**src/rtl/pingpong_ctrl.sv**
```systemverilog
// Ping-pong game controller: rally FSM, scoring and external speed-divider control.
// Optional macro PINGPONG_SPEEDUP_EN: each successful hit raises the divider load value.
module pingpong_ctrl #(
    parameter logic [3:0] SPEED_INIT = 4'd8,
    parameter logic [3:0] WIN_SCORE  = 4'd9
) (
    input  logic       CP,
    input  logic       CR,
    input  logic       tick_CO,
    input  logic       BtnL,
    input  logic       BtnR,
    input  logic       Serve,
    output logic       div_CR,
    output logic       div_Ld,
    output logic [3:0] div_D,
    output logic       div_CTP,
    output logic       div_CTT,
    output logic [7:0] led,
    output logic [3:0] scoreL,
    output logic [3:0] scoreR,
    output logic       game_over
);

    typedef enum logic [2:0] {
        IDLE,
        MOVE_R,
        MOVE_L,
        POINT,
        OVER
    } state_t;

    state_t     r_state, w_state_nxt;
    logic [2:0] r_pos, w_pos_nxt;
    logic [3:0] r_scoreL, w_scoreL_nxt;
    logic [3:0] r_scoreR, w_scoreR_nxt;
    logic [3:0] r_div_D, w_div_D_nxt;
    logic [3:0] w_div_hit;
    logic       r_server, w_server_nxt;   // 0 = left player serves
    logic       r_btnl_prev, r_btnr_prev, r_serve_prev;
    logic       w_evt_l, w_evt_r, w_evt_serve;

    assign w_evt_l     = BtnL  & ~r_btnl_prev;
    assign w_evt_r     = BtnR  & ~r_btnr_prev;
    assign w_evt_serve = Serve & ~r_serve_prev;

`ifdef PINGPONG_SPEEDUP_EN
    assign w_div_hit = (r_div_D < 4'd14) ? r_div_D + 4'd1 : 4'd14;
`else
    assign w_div_hit = r_div_D;
`endif

    always_ff @(posedge CP) begin
        if (!CR) begin
            r_state      <= IDLE;
            r_pos        <= '0;
            r_scoreL     <= '0;
            r_scoreR     <= '0;
            r_div_D      <= SPEED_INIT;
            r_server     <= 1'b0;
            r_btnl_prev  <= 1'b0;
            r_btnr_prev  <= 1'b0;
            r_serve_prev <= 1'b0;
        end else begin
            r_state      <= w_state_nxt;
            r_pos        <= w_pos_nxt;
            r_scoreL     <= w_scoreL_nxt;
            r_scoreR     <= w_scoreR_nxt;
            r_div_D      <= w_div_D_nxt;
            r_server     <= w_server_nxt;
            r_btnl_prev  <= BtnL;
            r_btnr_prev  <= BtnR;
            r_serve_prev <= Serve;
        end
    end

    always_comb begin
        w_state_nxt  = r_state;
        w_pos_nxt    = r_pos;
        w_scoreL_nxt = r_scoreL;
        w_scoreR_nxt = r_scoreR;
        w_div_D_nxt  = r_div_D;
        w_server_nxt = r_server;
        div_CR       = 1'b0;
        div_CTP      = 1'b0;
        div_CTT      = 1'b0;
        div_Ld       = 1'b1;
        led          = '0;
        game_over    = 1'b0;

        case (r_state)
            IDLE, POINT: begin
                if (w_evt_serve) begin
                    w_div_D_nxt = SPEED_INIT;
                    if (r_server) begin
                        w_pos_nxt   = 3'd7;
                        w_state_nxt = MOVE_L;
                    end else begin
                        w_pos_nxt   = 3'd0;
                        w_state_nxt = MOVE_R;
                    end
                end
            end
            MOVE_R: begin
                div_CR  = 1'b1;
                div_CTP = 1'b1;
                div_CTT = 1'b1;
                div_Ld  = ~tick_CO;
                led     = 8'd1 << r_pos;
                // A hit edge wins over a simultaneous tick at the end position.
                if (r_pos == 3'd7) begin
                    if (w_evt_r) begin
                        w_state_nxt = MOVE_L;
                        w_div_D_nxt = w_div_hit;
                    end else if (tick_CO) begin
                        w_scoreL_nxt = r_scoreL + 4'd1;
                        w_server_nxt = 1'b1;
                        w_state_nxt  = (w_scoreL_nxt == WIN_SCORE) ? OVER : POINT;
                    end
                end else if (tick_CO) begin
                    w_pos_nxt = r_pos + 3'd1;
                end
            end
            MOVE_L: begin
                div_CR  = 1'b1;
                div_CTP = 1'b1;
                div_CTT = 1'b1;
                div_Ld  = ~tick_CO;
                led     = 8'd1 << r_pos;
                if (r_pos == 3'd0) begin
                    if (w_evt_l) begin
                        w_state_nxt = MOVE_R;
                        w_div_D_nxt = w_div_hit;
                    end else if (tick_CO) begin
                        w_scoreR_nxt = r_scoreR + 4'd1;
                        w_server_nxt = 1'b0;
                        w_state_nxt  = (w_scoreR_nxt == WIN_SCORE) ? OVER : POINT;
                    end
                end else if (tick_CO) begin
                    w_pos_nxt = r_pos - 3'd1;
                end
            end
            OVER: begin
                led       = '1;
                game_over = 1'b1;
            end
            default: w_state_nxt = IDLE;
        endcase
    end

    assign div_D  = r_div_D;
    assign scoreL = r_scoreL;
    assign scoreR = r_scoreR;

endmodule

```
**config.mk**
```make
export PLATFORM = sky130hd
export DESIGN_NAME = pingpong_ctrl
export DESIGN_NICKNAME = d
export VERILOG_FILES = /design/src/rtl/pingpong_ctrl.sv
export SDC_FILE = /design/constraint.sdc
export NUM_CORES = 1
export LEC_CHECK = 0
export BUFFER_PORTS_ARGS = -buffer_cell sky130_fd_sc_hd__buf_4
export CAP_MARGIN = 20
export CORE_MARGIN = 8
export CORE_UTILIZATION = 45
export CTS_BUF_LIST = sky130_fd_sc_hd__clkbuf_8
export DETAILED_ROUTE_END_ITERATION = 8
export PLACE_DENSITY_LB_ADDON = 0.05
export SYNTH_ARGS = -nofsm -noshare
export SYNTH_HDL_FRONTEND = slang
export SYNTH_SLANG_ARGS = --single-unit
```
**constraint.sdc**
```tcl
create_clock -name CP -period 2.69 [get_ports CP]
set_clock_uncertainty 0.2 [all_clocks]
set_input_delay 0.1345 -clock CP [delete_from_list [all_inputs] [get_ports CP]]
set_output_delay 0.1345 -clock CP [all_outputs]
set_load 0.005 [all_outputs]
```
==> metrics.txt, run 1 <==
Required @ worst endpoint=2.67 ns; maximum vdd drop=0.000404 V; Worst Max-Slew Pin Slew=0.592 ns; Synth area leaders=dfxtp_1, nor2_1, inv_1; Finished Core Util=0.570; vias in the first global route=1,177; ys flop type=dfxtp_1; Residual DRC=0; YS warnings=0; P_leak=0.666 nW; DR vias/cell=5.60; DIE AREA=0.00489 mm2; Post-synth ARST share=0; Starting Density=0.475; HPWL after detailed placement=2360 um; Die Ht=70.0 um; number of H-tree levels=1; CP max FO=11; largest net degree at the start of global routing=14; pwr dens=638 mW/mm2; CTS tree=done; drt total wl=3070 um; drt first pass iters=4; first-pass GRT wire length=5400 um; Hold Fails Final Rpt=0; arrival time at the worst endpoint=2.49 ns; EDFF count, synth=0; Final ANT Viol Nets=0; total power=0.00100 W; overall routing resource usage=0.127; Final WS setup=0.179 ns; initial antenna violation count=0; most common cell after layout, fill and taps aside=buf_4; Port Buf Inserts=26; Syn Inst Count=165; Synth Cell Area=0.00131 mm2; Avg Inst Size Synth=7.94 um2; Final Cycle Share=0.933; fmax=0.398 GHz; ant diodes=0; RSZ-0062 raised after global routing=false; clock sinks=18; Worst Hold Slack=0.0929 ns; most frequent cells in the layout=buf_4, dfxtp_1, nor2_1; deepest clock path buffer count=2; Clk Latency, worst-skew pair=0.25 ns; worst setup path category=flip-flop to flip-flop; Place WS=0.216 ns; Max Cap Viol=0; via count=1,226; Rows=19; GRT Residual Overflow=0; DR WL/cell=14.0 um; count of final setup violators=0; post-synth top area cell=dfxtp_1; clk root buf=clkbuf_8; sequential area share after synthesis=0.275; Netlist cell types=48; 1st-iter DRT viols=73; Rel. slew slack=0.602; Fillers=267; Seq cells post-synth=18; P&R area growth vs syn=20.0%; worst hold path class=primary input to flip-flop; crit path time final=2.51 ns; clk slew on worst S/H paths=0.07 ns; CP endpoint kind=flip-flop; Setup Total Neg Slack=0 ns; I/O pins=31; layout cells sized above 1=0.202; Net count, final=201; status=complete, no violations; Core ar.=0.00276 mm2; Final Slew Violations=0; Synth top area share=0.275; Die X=70.0 um; final RePlAce weighted congestion=0.902; Num CTS Buffers=3; CP Launch Type=flip-flop
## power breakdown
part / total (W) / internal (W) / switching [W] / leakage, nW
sequential: 0.000344 / 0.000293 / 0.0000517 / 0.146
clock: 0.000183 / 0.0000993 / 0.0000841 / 0.0216
combinational: 0.000475 / 0.000232 / 0.000243 / 0.498
total: 0.00100 / 0.000624 / 0.000379 / 0.666
## metrics by stage
| step | cell area (um2) | std cells |
|---|---|---|
| final | 1570 | 219 |
| after global routing | 1570 | 219 |
| after CTS | 1570 | 219 |
| after detailed placement | 1460 | 209 |
| after global placement | 1460 | 209 |
| after floorplan | 1320 | 167 |
## cell families (layout without fill, tap and decap cells)
| group | Yosys count | in the layout | synth area share |
|---|---|---|---|
| adder cells (fa/ha/maj) | 5 | 5 | 0.0535 |
| multiplexers | 2 | 2 | 0.0153 |
| AO/OA/AOI/OAI | 38 | 38 | 0.225 |
| XOR/XNOR | 9 | 9 | 0.0602 |
| buffers and inverters | 30 | 51 | 0.117 |
| flip-flops | 18 | 18 | 0.275 |
| other | 2 | 4 | 0.00573 |
| AND/OR/NAND/NOR | 61 | 61 | 0.247 |
## Yosys cell counts, drive strengths merged (2+ instances only)
| master | n |
|---|---|
| mux2i | 2 |
| conb | 2 |
| nand2b | 2 |
| inv | 14 |
| dfxtp | 18 |
| and2 | 4 |
| nor3 | 3 |
| o22ai | 3 |
| ha | 4 |
| o211ai | 3 |
| nand2 | 14 |
| clkbuf | 5 |
| a22oi | 4 |
| nand3 | 3 |
| o31ai | 4 |
| xnor2 | 5 |
| o211a | 2 |
| xor2 | 4 |
| nor2b | 6 |
| o21ai | 7 |
| a21oi | 4 |
| or3 | 2 |
| nand4 | 4 |
| nor2 | 16 |
| buf | 11 |
## worst max-delay path, cell delays in order, from the launching register on
cell	delay [ns]
dfxtp_1	0.50
or3b_2	0.55
fa_1	0.40
xor2_1	0.17
a221o_1	0.28
a22oi_1	0.16
mux2i_1	0.09
nor2_1	0.10
## final timing paths
check	to	cells after the start	startpoint	slack, ns
worst max-delay path	r_pos[2]	7	r_state[1]	0.18
worst min-delay path	scoreR[3]	4	tick_CO	0.09
worst max register to register	r_pos[2]	7	r_state[1]	0.18
worst min register to register	r_server	2	r_server	0.38
## timing repair
action,in CTS,in global routing
endpoints found under the hold margin,5,0
setup buffers,0,0
gates resized for setup,0,1
setup endpoints to repair,0,4
hold buffers,7,0
## per-layer routing
| layer | share of wire | routed length [um] | GRT usage | up-vias |
|---|---|---|---|---|
| met4 | 0.0088 | 27 | 0.0402 | 0 |
| met1 | 0.46 | 1430 | 0.157 | 565 |
| met5 | 0 | 0 | 0 | - |
| met2 | 0.44 | 1360 | 0.199 | 44 |
| met3 | 0.084 | 259 | 0.0438 | 4 |
| li1 | - | - | - | 613 |
## state kept, by name (all words and copies together), names as in the netlist
register	count
scoreR	4
r_server	1
r_serve_prev	1
r_state	3
r_btnl_prev	1
scoreL	4
r_btnr_prev	1
r_pos	3
## cell type report
cell class	count	area, um2	share of cell area
clock buffers	3	41.3	0.0263
repair buffers	34	273	0.174
well taps	31	38.8	0.0247
inverters	14	52.6	0.0334
flip-flops and latches	18	360	0.229
multi-input cells	119	806	0.513
(Power assumes the default switching activity.)
==> run 2: changes to the inputs <==
Settings changed: SETUP_SLACK_MARGIN from default to 0.5.
==> run 2 against run 1 <==
Effect of this change: clock power increased by 26%; final area up 6.4%; power increased by 15%; non-clock buffer count rose by 8; flip-flop and latch count unchanged; worst hold slack got worse by 0.0049 ns; register-to-register slack better by 0.36 ns; critical path depth unchanged; critical endpoint unchanged.
==> metrics.txt, run 2 (same netlist as run 1, synthesis figures left out) <==
RSZ-0062 raised after global routing=true (was false); drt total wl=3380 um (was 3070 um); DR vias/cell=5.55 (was 5.60); DR WL/cell=14.8 um (was 14.0 um); fmax=0.465 GHz (was 0.398 GHz); Starting Density=0.475 (unchanged); Setup Total Neg Slack=0 ns (unchanged); Hold Fails Final Rpt=0 (unchanged); Net count, final=209 (was 201); drt first pass iters=4 (unchanged); Required @ worst endpoint=2.69 ns (was 2.67 ns); Core ar.=0.00276 mm2 (unchanged); Cells after DPL=209 (unchanged); crit path time final=2.15 ns (was 2.51 ns); CP endpoint kind=flip-flop (unchanged); CP max FO=4 (was 11); CTS tree=done (unchanged); 1st-iter DRT viols=92 (was 73); CP Launch Type=flip-flop (unchanged); final RePlAce weighted congestion=0.875 (was 0.902); Die Ht=70.0 um (unchanged); Port Buf Inserts=26 (unchanged); overall routing resource usage=0.133 (was 0.127); number of H-tree levels=1 (unchanged); Post-DP Area=0.00146 mm2 (about the same); P&R area growth vs syn=27.7% (was 20.0%); Cell Chain, Critical Path=or3b_4, fa_2, xor2_1, a221o_1, a22oi_1, mux2i_1, nor2_1 (was or3b_2, fa_1, xor2_1, a221o_1, a22oi_1, mux2i_1, nor2_1); deepest clock path buffer count=2 (unchanged); reg2reg setup slack=0.54 ns (was 0.18 ns); GRT Residual Overflow=0 (unchanged); Final WS setup=0.539 ns (was 0.179 ns); ant diodes=0 (unchanged); DIE AREA=0.00489 mm2 (unchanged); maximum vdd drop=0.000396 V (was 0.000404 V); most common cell after layout, fill and taps aside=buf_4 (unchanged); Clk Latency, worst-skew pair=0.26 ns (was 0.25 ns); pwr dens=689 mW/mm2 (was 638 mW/mm2); Num CTS Buffers=3 (unchanged); layout cells sized above 1=0.284 (was 0.202); clk root buf=clkbuf_8 (unchanged); final cell count without fillers=228 (was 219); Final ANT Viol Nets=0 (unchanged); Die X=70.0 um (unchanged); Max Cap Viol=0 (unchanged); arrival time at the worst endpoint=2.15 ns (was 2.49 ns); Place WS=0.376 ns (was 0.216 ns); status=complete, no violations (unchanged); Worst Max-Slew Pin Slew=0.597 ns (was 0.592 ns); via count=1,266 (was 1,226); Final Cycle Share=0.800 (was 0.933); initial antenna violation count=0 (unchanged); slowest CP cell=or3b_4 (was or3b_2); worst setup path category=flip-flop to flip-flop (unchanged); post-route cell area=0.00167 mm2 (was 0.00157 mm2); most frequent cells in the layout=buf_4, nor2_1, nand2_1, dfxtp_1, inv_1 (was buf_4, dfxtp_1, nor2_1); Slowest Stage Delay on Critical Path=0.41 ns (was 0.55 ns); Rows=19 (unchanged); count of final setup violators=0 (unchanged); Final Slew Violations=0 (unchanged); Residual DRC=0 (unchanged); P_leak=0.720 nW (was 0.666 nW); worst hold path class=primary input to flip-flop (unchanged); I/O pins=31 (unchanged); clock sinks=18 (unchanged); Rel. slew slack=0.599 (was 0.602); first-pass GRT wire length=5510 um (was 5400 um); HPWL after detailed placement=2500 um (was 2360 um); largest net degree at the start of global routing=14 (unchanged); clk slew on worst S/H paths=0.08 ns (was 0.07 ns); vias in the first global route=1,221 (was 1,177)
run 2: final cells by class:
cell class,count,area [um2]
Multi-Input combinational cell,119,823
Tap cell,31,38.8
Inverter,14,52.6
Clock buffer,4,55.1
Fill cell,249,1080
Timing Repair Buffer,42,333
Sequential cell,18,370
run 2: timing repair:
| action | CTS | global route |
|---|---|---|
| endpoints found under the hold margin | 6 | 0 |
| pin swaps | 1 | 3 |
| endpoints found under the setup margin | 12 | 7 |
| gates cloned | 0 | 0 |
| resized for setup | 8 | 4 |
| hold buffers | 7 | 0 |
| buffers inserted | 4 | 4 |
run 2: final timing paths:
kind              end       start  cells after the start
max reg2reg  r_pos[2]  r_state[0]                      7
min reg2reg  r_pos[1]    r_pos[1]                      2
max          r_pos[2]  r_state[0]                      7
min          r_server     tick_CO                      4
run 2: stage by stage:
| step | power (W) | hold WS (ns) | utilization |
|---|---|---|---|
| 2_1_floorplan | 0.000732 | 0.0562 | - |
| 3_3_place_gp | 0.000816 | 0.141 | 0.530 |
| 3_5_place_dp | 0.000822 | 0.147 | 0.530 |
| 4_1_cts | 0.00111 | 0.0921 | 0.593 |
| 5_1_grt | 0.00123 | 0.112 | 0.607 |
| 6_report | 0.00115 | 0.0880 | 0.607 |
run 2: metal layers:
metal	track usage	up-vias	part of all wire
met5	0	-	0
met4	0.0536	0	0.010
met3	0.0480	4	0.063
met2	0.215	34	0.46
met1	0.154	592	0.46
li1	-	636	-
run 2: where the power goes:
part	internal (W)	total, W	switching (W)
logic	0.000299	0.000576	0.000277
clock network	0.000130	0.000231	0.000101
registers	0.000301	0.000346	0.0000454
run 2: worst max-delay path, delay by kind of cell, from the launching register on:
kind | cells | cell delay [ns]
AO/OA/AOI/OAI | 2 | 0.42
multiplexers | 1 | 0.10
AND/OR/NAND/NOR | 2 | 0.50
flip-flops | 1 | 0.37
XOR/XNOR | 1 | 0.15
adder cells (fa/ha/maj) | 1 | 0.34
==> run 3: changes to the inputs <==
Settings changed: ABC_AREA from default to 1.
Clock period 2.69 ns to 2.1 ns, I/O delays scaled along.
==> run 3 against run 2 <==
Effect of this change: global-route usage grew 1.4 points; critical path type unchanged; non-clock buffer count increased by 8; power up 76%; largest power group unchanged; flip-flop and latch count is the same.
==> metrics.txt, run 3 <==
status=complete, no violations (unchanged); largest net degree at the start of global routing=15 (was 14); Syn Inst Count=196 (was 165); CP max FO=3 (was 4); count of final setup violators=0 (unchanged); YS warnings=0 (unchanged); Fillers=208 (was 249); clock sinks=18 (unchanged); post-route cell area=0.00194 mm2 (was 0.00167 mm2); Hold Crit Depth=3 (was 4); DR vias/cell=5.30 (was 5.55); Netlist cell types=23 (was 48); HPWL after detailed placement=2430 um (was 2500 um); Synth Area in Adders=0.0553 (was 0.0535); final cell count without fillers=275 (was 228); maximum vdd drop=0.000832 V (was 0.000396 V); CTS tree=done (unchanged); worst hold path class=primary input to flip-flop (unchanged); Seq cells post-synth=18 (unchanged); Post-synth ARST share=0 (unchanged); Reg2Reg Launch Point=r_state[1] (was r_state[0]); RSZ-0062 raised after global routing=true (unchanged); Final ANT Viol Nets=0 (unchanged); layout cells sized above 1=0.430 (was 0.284); Net count, final=256 (was 209); worst setup path category=flip-flop to flip-flop (unchanged); Die X=69.1 um (was 70.0 um); Hold Fails Final Rpt=0 (unchanged); Clk Latency, worst-skew pair=0.25 ns (was 0.26 ns); Core ar.=0.00271 mm2 (was 0.00276 mm2); HP Start=tick_CO (unchanged); EDFF count, synth=0 (unchanged); Required @ worst endpoint=2.09 ns (was 2.69 ns); sequential area share after synthesis=0.284 (was 0.275); largest family of logic cells by synthesized area=simple AND/OR/NAND/NOR gates (unchanged); Simple-Gate Fraction of Synth Area=0.333 (was 0.247); Final Slew Violations=0 (unchanged); 1st-iter DRT viols=83 (was 92); number of H-tree levels=1 (unchanged); Final Cycle Share=0.912 (was 0.800); Synth top area share=0.284 (was 0.275); vias in the first global route=1,360 (was 1,221); arrival time at the worst endpoint=1.91 ns (was 2.15 ns); cell with the most instances after synthesis=nand2_1 (was dfxtp_1); post-synth top area cell=dfxtp_1 (unchanged); Cells after DPL=246 (was 209); GRT Residual Overflow=0 (unchanged); Residual DRC=0 (unchanged); fmax=0.522 GHz (was 0.465 GHz); CP Launch Type=flip-flop (unchanged); clk slew on worst S/H paths=0.07 ns (was 0.08 ns); most frequent cells in the layout=buf_4, nand2_1, inv_1 (was buf_4, nor2_1, nand2_1, dfxtp_1, inv_1); ant diodes=0 (unchanged); overall routing resource usage=0.147 (was 0.133); FF-to-FF End=r_pos[2] (unchanged); Num CTS Buffers=3 (unchanged); Die Ht=69.1 um (was 70.0 um); initial antenna violation count=0 (unchanged); crit path time final=1.91 ns (was 2.15 ns); Rows=19 (unchanged); CP endpoint kind=flip-flop (unchanged); most common cell after layout, fill and taps aside=buf_4 (unchanged); ys flop type=dfxtp_1 (unchanged); Starting Density=0.468 (was 0.475); drt total wl=3990 um (was 3380 um); mux cell area share after synthesis=0 (was 0.0153); DIE AREA=0.00477 mm2 (was 0.00489 mm2); Setup Total Neg Slack=0 ns (unchanged); Avg Inst Size Synth=6.47 um2 (was 7.94 um2); drt first pass iters=4 (unchanged); Worst Hold End=scoreR[0] (was r_server); Compound-Gate Fraction of Synth Area=0.164 (was 0.225); Synth Area in XOR/XNOR=0.00691 (was 0.0602); first-pass GRT wire length=6120 um (was 5510 um); deepest clock path buffer count=2 (unchanged); Max Cap Viol=0 (unchanged); I/O pins=31 (unchanged); clk root buf=clkbuf_8 (unchanged); Synth Cell Area=0.00127 mm2 (was 0.00131 mm2); Port Buf Inserts=26 (unchanged); Worst Hold Slack=0.0735 ns (was 0.0880 ns); P&R area growth vs syn=52.7% (was 27.7%); P_leak=0.934 nW (was 0.720 nW); DR WL/cell=14.5 um (was 14.8 um); R2R depth=11 (was 7); pwr dens=1050 mW/mm2 (was 689 mW/mm2); final RePlAce weighted congestion=0.906 (was 0.875); Post-DP Area=0.00145 mm2 (was 0.00146 mm2); via count=1,457 (was 1,266); most frequent cells after synthesis=nand2_1, inv_1, nor2_1 (was dfxtp_1, nor2_1, inv_1, nand2_1, o21ai_0); Synth area leaders=dfxtp_1, nand2_1, inv_1 (was dfxtp_1, nor2_1, inv_1); reg2reg setup slack=0.19 ns (was 0.54 ns)
## run 3: layer usage
layer  wire length [um]  global-route usage
met1               1620               0.168
met5                  0                   0
met3                290              0.0443
met2               1980               0.246
met4                103              0.0615
## run 3: timing repair
item,CTS,global route
resized for setup,32,28
gates cloned,0,1
setup buffers,9,8
pin swaps,6,12
hold endpoints to repair,11,0
setup endpoints to repair,16,24
hold buffers,7,0
## run 3: worst max-delay path, stage by stage (launching register included)
cell and delay [ns]:
dfxtp_2 0.37, inv_4 0.06, nor2_4 0.13, nand2_4 0.08, fa_2 0.36, xor2_2 0.16
nand2_1 0.08, o21ai_1 0.12, nand2_1 0.09, nand2_1 0.06, nor2_1 0.04, nor2_1 0.09
## run 3: how the worst max path moves through the flow
stage,startpoint,end,slack [ns],depth (start not counted)
2_1_floorplan,r_state[1],r_pos[2],0.37,11
3_5_place_dp,r_state[1],r_pos[2],0.26,11
6_report,r_state[1],r_pos[2],0.19,11
4_1_cts,r_state[1],r_pos[2],0.34,11
5_1_grt,r_state[1],r_pos[2],0.1,11
3_3_place_gp,r_state[1],r_pos[2],0.31,11
## run 3: report_power, final
group          switching, W  leakage, nW  internal, W  total [W]
clock network      0.000116       0.0288     0.000167   0.000282
logic              0.000725        0.753     0.000546    0.00127
registers         0.0000791        0.152     0.000401   0.000481
total              0.000920        0.934      0.00111    0.00203
## run 3: final cells by class
type / instances / area, um2 / area share
repair buffers: 50 / 400 / 0.207
inverters: 34 / 144 / 0.0743
multi-input cells: 137 / 911 / 0.471
repair inverters: 1 / 6.26 / 0.00323
flip-flops and latches: 18 / 380 / 0.197
clock buffers: 4 / 55.1 / 0.0284
well taps: 31 / 38.8 / 0.0200
## run 3: metrics by stage
step / util / setup WS [ns] / total power [W]
floorplan: - / 0.371 / 0.00106
finish: 0.714 / 0.185 / 0.00203
detailed placement: 0.536 / 0.255 / 0.00124
CTS: 0.647 / 0.338 / 0.00174
global route: 0.714 / 0.0993 / 0.00219
global placement: 0.536 / 0.306 / 0.00123
## run 3: cell families (layout without fill, tap and decap cells)
logic type,Yosys count,after routing
xor gates and xnor gates,1,1
buffers and inverters,43,89
AOI/OAI and AO/OA,36,36
and+or+nand+nor,91,91
DFF,18,18
other,2,4
adders and majority gates,5,5
